==> src/rtl/exec_arb_pkg.sv <==
// rtl/exec_arb_pkg.sv - shared CDB entry type and ROB/arbiter constants
package exec_arb_pkg;

  localparam int NUM_UNITS_DEF = 4;
  localparam int ROB_SIZE      = 32;
  localparam int ROB_SIZE_LOG  = $clog2(ROB_SIZE + 1);

  typedef struct packed {
    logic [63:0]             val;
    logic [9:0]              commands;
    logic [ROB_SIZE_LOG-1:0] tag;
    logic [3:0]              flags;
  } cdb_entry_t;

endpackage

==> src/rtl/exec_result_arbiter_rr_arbiter.sv <==
// rtl/exec_result_arbiter_rr_arbiter.sv - round-robin arbiter owning the rotating priority pointer
module rr_arbiter #(
  parameter int N  = 4,
  parameter int IW = (N > 1) ? $clog2(N) : 1
) (
  input  logic          clk_i,
  input  logic          reset_i,
  input  logic [N-1:0]  req,
  input  logic          enable,
  input  logic          advance,
  output logic [N-1:0]  grant,
  output logic [IW-1:0] grant_idx
);

  logic [IW-1:0] ptr_q, ptr_d;
  logic [IW-1:0] idx;
  logic          found;

  // Scan from the pointer upward, wrapping, and take the first requester.
  always_comb begin
    grant     = '0;
    grant_idx = '0;
    found     = 1'b0;
    idx       = '0;
    for (int i = 0; i < N; i++) begin
      idx = IW'((int'(ptr_q) + i) % N);
      if (!found && req[idx]) begin
        found       = 1'b1;
        grant[idx]  = 1'b1;
        grant_idx   = idx;
      end
    end
    if (!enable) begin
      grant = '0;
    end
  end

  always_comb begin
    ptr_d = ptr_q;
    if (advance) begin
      ptr_d = (int'(grant_idx) == N - 1) ? '0 : grant_idx + 1'b1;
    end
  end

  always_ff @(posedge clk_i or posedge reset_i) begin
    if (reset_i) begin
      ptr_q <= '0;
    end else begin
      ptr_q <= ptr_d;
    end
  end

endmodule

==> src/rtl/exec_result_arbiter.sv <==
// rtl/exec_result_arbiter.sv - round-robin execute-result arbiter with single-entry CDB output stage
// Optional mispredict flush input enabled by EXEC_ARB_FLUSH_EN.
module exec_result_arbiter
  import exec_arb_pkg::*;
#(
  parameter int NUM_UNITS  = NUM_UNITS_DEF,
  parameter int ROBsize    = ROB_SIZE,
  parameter int ROBsizeLog = $clog2(ROBsize + 1),
  parameter int IW         = $clog2(NUM_UNITS)
) (
  input  logic                            clk_i,
  input  logic                            reset_i,
`ifdef EXEC_ARB_FLUSH_EN
  input  logic                            flush_i,
`endif
  input  logic [NUM_UNITS-1:0]            unitValid_i,
  input  logic [NUM_UNITS*64-1:0]         unitVal_i,
  input  logic [NUM_UNITS*10-1:0]         unitCommands_i,
  input  logic [NUM_UNITS*ROBsizeLog-1:0] unitTag_i,
  input  logic [NUM_UNITS*4-1:0]          unitFlags_i,
  output logic [NUM_UNITS-1:0]            canGo_o,
  input  logic                            cdbStall_i,
  output logic                            cdbValid_o,
  output logic [63:0]                     cdbVal_o,
  output logic [9:0]                      cdbCommands_o,
  output logic [ROBsizeLog-1:0]           cdbTag_o,
  output logic [3:0]                      cdbFlags_o,
  output logic [IW-1:0]                   cdbSrc_o
);

  cdb_entry_t     entry_q, entry_d;
  logic           valid_q, valid_d;
  logic [IW-1:0]  src_q, src_d;
  logic           accept;
  logic           enable;
  logic           any_gnt;
  logic [IW-1:0]  gnt_idx;
  logic           flush;

`ifdef EXEC_ARB_FLUSH_EN
  assign flush = flush_i;
`else
  assign flush = 1'b0;
`endif

  // The entry can be refilled when empty or when it drains this same cycle.
  assign accept  = ~valid_q | ~cdbStall_i;
  assign enable  = accept & ~reset_i & ~flush;
  assign any_gnt = |canGo_o;

  rr_arbiter #(.N(NUM_UNITS), .IW(IW)) u_rr (
    .clk_i     (clk_i),
    .reset_i   (reset_i),
    .req       (unitValid_i),
    .enable    (enable),
    .advance   (any_gnt),
    .grant     (canGo_o),
    .grant_idx (gnt_idx)
  );

  always_comb begin
    entry_d = entry_q;
    valid_d = valid_q;
    src_d   = src_q;
    if (flush) begin
      valid_d = 1'b0;
    end else if (any_gnt) begin
      entry_d.val      = unitVal_i[int'(gnt_idx)*64 +: 64];
      entry_d.commands = unitCommands_i[int'(gnt_idx)*10 +: 10];
      entry_d.tag      = unitTag_i[int'(gnt_idx)*ROBsizeLog +: ROBsizeLog];
      entry_d.flags    = unitFlags_i[int'(gnt_idx)*4 +: 4];
      src_d            = gnt_idx;
      valid_d          = 1'b1;
    end else if (valid_q && !cdbStall_i) begin
      valid_d = 1'b0;
    end
  end

  always_ff @(posedge clk_i or posedge reset_i) begin
    if (reset_i) begin
      entry_q <= '0;
      valid_q <= 1'b0;
      src_q   <= '0;
    end else begin
      entry_q <= entry_d;
      valid_q <= valid_d;
      src_q   <= src_d;
    end
  end

  assign cdbValid_o    = valid_q;
  assign cdbVal_o      = entry_q.val;
  assign cdbCommands_o = entry_q.commands;
  assign cdbTag_o      = entry_q.tag;
  assign cdbFlags_o    = entry_q.flags;
  assign cdbSrc_o      = src_q;

endmodule

==> config.mk <==
export PLATFORM = sky130hd
export DESIGN_NAME = exec_result_arbiter
export DESIGN_NICKNAME = d
export VERILOG_FILES = /design/src/rtl/exec_arb_pkg.sv /design/src/rtl/exec_result_arbiter_rr_arbiter.sv /design/src/rtl/exec_result_arbiter.sv
export SDC_FILE = /design/constraint.sdc
export NUM_CORES = 1
export LEC_CHECK = 0
export ABC_AREA = 1
export BUFFER_PORTS_ARGS = -buffer_cell sky130_fd_sc_hd__buf_2
export CAP_MARGIN = 20
export CELL_PAD_IN_SITES_DETAIL_PLACEMENT = 0
export CELL_PAD_IN_SITES_GLOBAL_PLACEMENT = 1
export CORE_MARGIN = 5
export CORE_UTILIZATION = 29
export DETAILED_ROUTE_END_ITERATION = 12
export PLACE_DENSITY_LB_ADDON = 0.15
export SYNTH_ARGS = -nofsm -noshare
export SYNTH_HDL_FRONTEND = slang
export SYNTH_SLANG_ARGS = --single-unit
==> constraint.sdc <==
create_clock -name clk_i -period 3.7 [get_ports clk_i]
set_input_delay 0.555 -clock clk_i [delete_from_list [all_inputs] [get_ports clk_i]]
set_output_delay 0.555 -clock clk_i [all_outputs]
set_load 0.005 [all_outputs]
==> flow_summary.json <==
{
  "status": "complete, no violations",
  "grt_pass1_vias": 9664,
  "die_w_um": 177.7,
  "routed.top_layer": "met5",
  "multi_input_area_um2": 4165,
  "ff2ff_path_depth": 16,
  "slew_headroom_pct": 38.24,
  "fin_worst_skew_ns": 0.01074,
  "cellInternalPower_mw": 5.513,
  "ys_ff_latch": 89,
  "cts_resized": 0,
  "synth_edf_count": 0,
  "core_um2": 27780,
  "io_pins": 434,
  "wl_met1_um": 14570,
  "fmax_mhz": 309.8,
  "synth.mux.area_fraction_pct": 0,
  "final-seq-area_um2": 2227,
  "worstSetupPathType": "reg2reg",
  "worst_pin_slew_ns": 0.9264,
  "grt_max_degree": 169,
  "timing.rr.end": "cdbVal_o[20]",
  "routed_wl_um": 34070,
  "synth_fa_ha_area_share_pct": 1.073,
  "wl_met3_um": 2341,
  "hold_ws_ns": 0.3263,
  "seq_power_share_pct": 13.8,
  "synth_top_cell_by_area": "dfrtp_1",
  "synth.distinct_cells": 23,
  "synthTopCellsByArea": "dfrtp_1 27%, nand2_1 25%, nand3_1 22%",
  "slew_violations": 0,
  "rows": 61,
  "cts_root_buf": "clkbuf_16",
  "cp.required_ns": 3.93,
  "synth_top_family_by_area": "simple AND/OR/NAND/NOR gates",
  "fin_tns_setup_ns": 0,
  "clkSinkCount": 89,
  "drc": 0,
  "tritoncts": "built",
  "dr_total_vias": 10010,
  "ff2ff_setup_slack_ns": 0.47,
  "antenna_found_initial": 7,
  "worstPathMaxFanout": 63,
  "synth_compound_area_share_pct": 0.8281,
  "io_buffers": 433,
  "p_comb_share_pct": 79.0,
  "path_clk_slew_ns": 0.07,
  "yosysWarnings": 0,
  "route.met2.wl_um": 16570,
  "hold_class": "in2async",
  "synth-simple-area-share_pct": 48.55,
  "syn-num-nets": 1820,
  "irDropWorstVdd_v": 0.001510,
  "grt_pass1_wl_um": 51900,
  "overflow": 0,
  "synth.most_common_cell": "nand2_1",
  "finalSetupViolCount": 0,
  "htreeDepth": 3,
  "finalCritPeriodShare_pct": 87.25,
  "gp_congestion": 0.8631,
  "switching_share_pct": 58.06,
  "powerDensity_nw_per_um2": 1205,
  "initial_utilization_pct": 29.37,
  "cts_buffers": 9,
  "yosys-top-cells-count": "546 x nand2_1, 353 x nand3_1, 350 x inv_1",
  "hpwl_um": 25400,
  "die_h_um": 177.7,
  "drt-pass1-iter-count": 4,
  "syn_to_final_growth_pct": 33.68,
  "track_usage_pct": 20.56,
  "reg2reg_from": "u_rr.ptr_q[0]",
  "die_area_um2": 31590,
  "clock_latency_ns": 0.35,
  "drv_cap": 0,
  "arrival_ns": 3.46,
  "clockBufferDepth": 2,
  "p_sw_mw": 7.634,
  "syn_inst": 1470,
  "drtAntennaViolNets": 0,
  "synth_area_per_cell_um2": 5.550,
  "drtIter0Drc": 559,
  "min_period_ns": 3.228,
  "power_frac_clock_pct": 7.2,
  "drive_gt1_share_pct": 26.23,
  "holdBufCountCts": 0,
  "crit_path_end_kind": "register",
  "synth_top_area_share_pct": 27.30,
  "wl_per_cell_um": 15.30,
  "async_flop_share_pct": 100.0,
  "synthXorXnorAreaFrac_pct": 0.1073,
  "hold_violations": 0,
  "yosysSeqAreaShare_pct": 27.30,
  "leakagePower_nw": 7.423,
  "syn_area_um2": 8159,
  "nFillCells": 3275,
  "cp-start-kind": "register",
  "post_cts_buffers": 0,
  "synth_flop_cell": "dfrtp_1",
  "num-nets-final": 2191,
  "rsz0062_at_grt": "false",
  "vias_per_cell": 4.493
}
final cells by class:
type                    count  area share, %
clock buffers              11          2.226
multi-input cells         935          38.19
repair buffers            452          21.98
clock inverters             4         0.4933
flip-flops and latches     89          20.42
well taps                 378          4.336
inverters                 354          12.26
diodes                      4        0.09177
sequential cells by signal, summed over array words and instances (netlist names):
signal and count:
u_rr.ptr_q 2, cdbTag_o 6, cdbFlags_o 4, cdbSrc_o 2, cdbVal_o 64, cdbValid_o 1
cdbCommands_o 10
routing by layer:
layer | up-vias | track usage (%)
met5 | - | 0
met4 | 6 | 5.092
met3 | 38 | 5.070
met2 | 299 | 35.25
met1 | 4546 | 25.97
li1 | 5116 | -
kinds of logic (layout without fill, tap and decap cells):
family / count (synthesis) / count (layout)
adder cells (fa/ha/maj): 7 / 7
AO/OA/AOI/OAI: 11 / 11
flip-flops: 89 / 89
buffers and inverters: 446 / 821
AND/OR/NAND/NOR: 916 / 916
XOR/XNOR: 1 / 1
other: 0 / 4
layout by cell type (no fill, tap or decap):
cell        instances
nand2_4             4
buf_12              7
dfrtp_1            89
nand2_1           545
a21oi_1             4
inv_1             349
o21ai_0             2
nand2_8             2
nand4_1             5
nand3_2             1
inv_4               1
buf_2             433
a21boi_0            5
clkbuf_1            1
ha_1                7
clkbuf_8            1
bufinv_16           1
nand2_2             2
diode_2             4
inv_2               2
inv_6               1
clkbuf_16           9
clkinv_2            1
xnor2_1             1
clkinv_4            1
nand3_1           353
clkinvlp_4          2
buf_4              12
nand4_4             1
nor2_2              1
nor2_4              2
how the worst max path moves through the flow:
stage	start	to	slack, ns
6_report	u_rr.ptr_q[0]	cdbVal_o[20]	0.47
5_1_grt	u_rr.ptr_q[0]	cdbVal_o[21]	0.18
4_1_cts	u_rr.ptr_q[0]	cdbVal_o[20]	0.48
3_5_place_dp	u_rr.ptr_q[0]	cdbVal_o[20]	0.50
3_3_place_gp	u_rr.ptr_q[0]	cdbVal_o[20]	0.58
2_1_floorplan	reset_i	cdbCommands_o[0]	0.84
power groups by stage:
stage / Combinational [mW] / Sequential [mW] / Clock [mW]
finish: 10.4 / 1.81 / 0.946
global route: 11.8 / 1.88 / 1.02
CTS: 10.6 / 1.81 / 0.983
detailed placement: 10.6 / 1.81 / 0
global placement: 10.5 / 1.81 / 0
floorplan: 7.52 / 1.83 / 0
stage by stage:
stage / util [%] / total power, mW / setup WS [ns] / area (um^2) / instances
2_1_floorplan: - / 9.355 / 0.8381 / 8159 / 1470
3_3_place_gp: 38.16 / 12.30 / 0.5844 / 10600 / 2208
3_5_place_dp: 38.16 / 12.38 / 0.4999 / 10600 / 2208
4_1_cts: 39.22 / 13.38 / 0.4849 / 10900 / 2223
5_1_grt: 39.26 / 14.73 / 0.1767 / 10910 / 2227
6_report: 39.26 / 13.15 / 0.4718 / 10910 / 2227
critical path, stage by stage, from the launching register on:
cell     delay, ns
dfrtp_1       0.63
inv_6         0.11
ha_1          0.38
inv_1         0.09
nand3_1       0.09
nand2_1       0.08
nor2_2        0.20
nand2_1       0.07
nand2_1       0.18
nand2_8       0.17
nand2_8       0.36
buf_12        0.31
nand2_1       0.10
nand3_1       0.12
nand2_1       0.06
nand2_1       0.06
nand2_1       0.05
(Power assumes the default switching activity.)
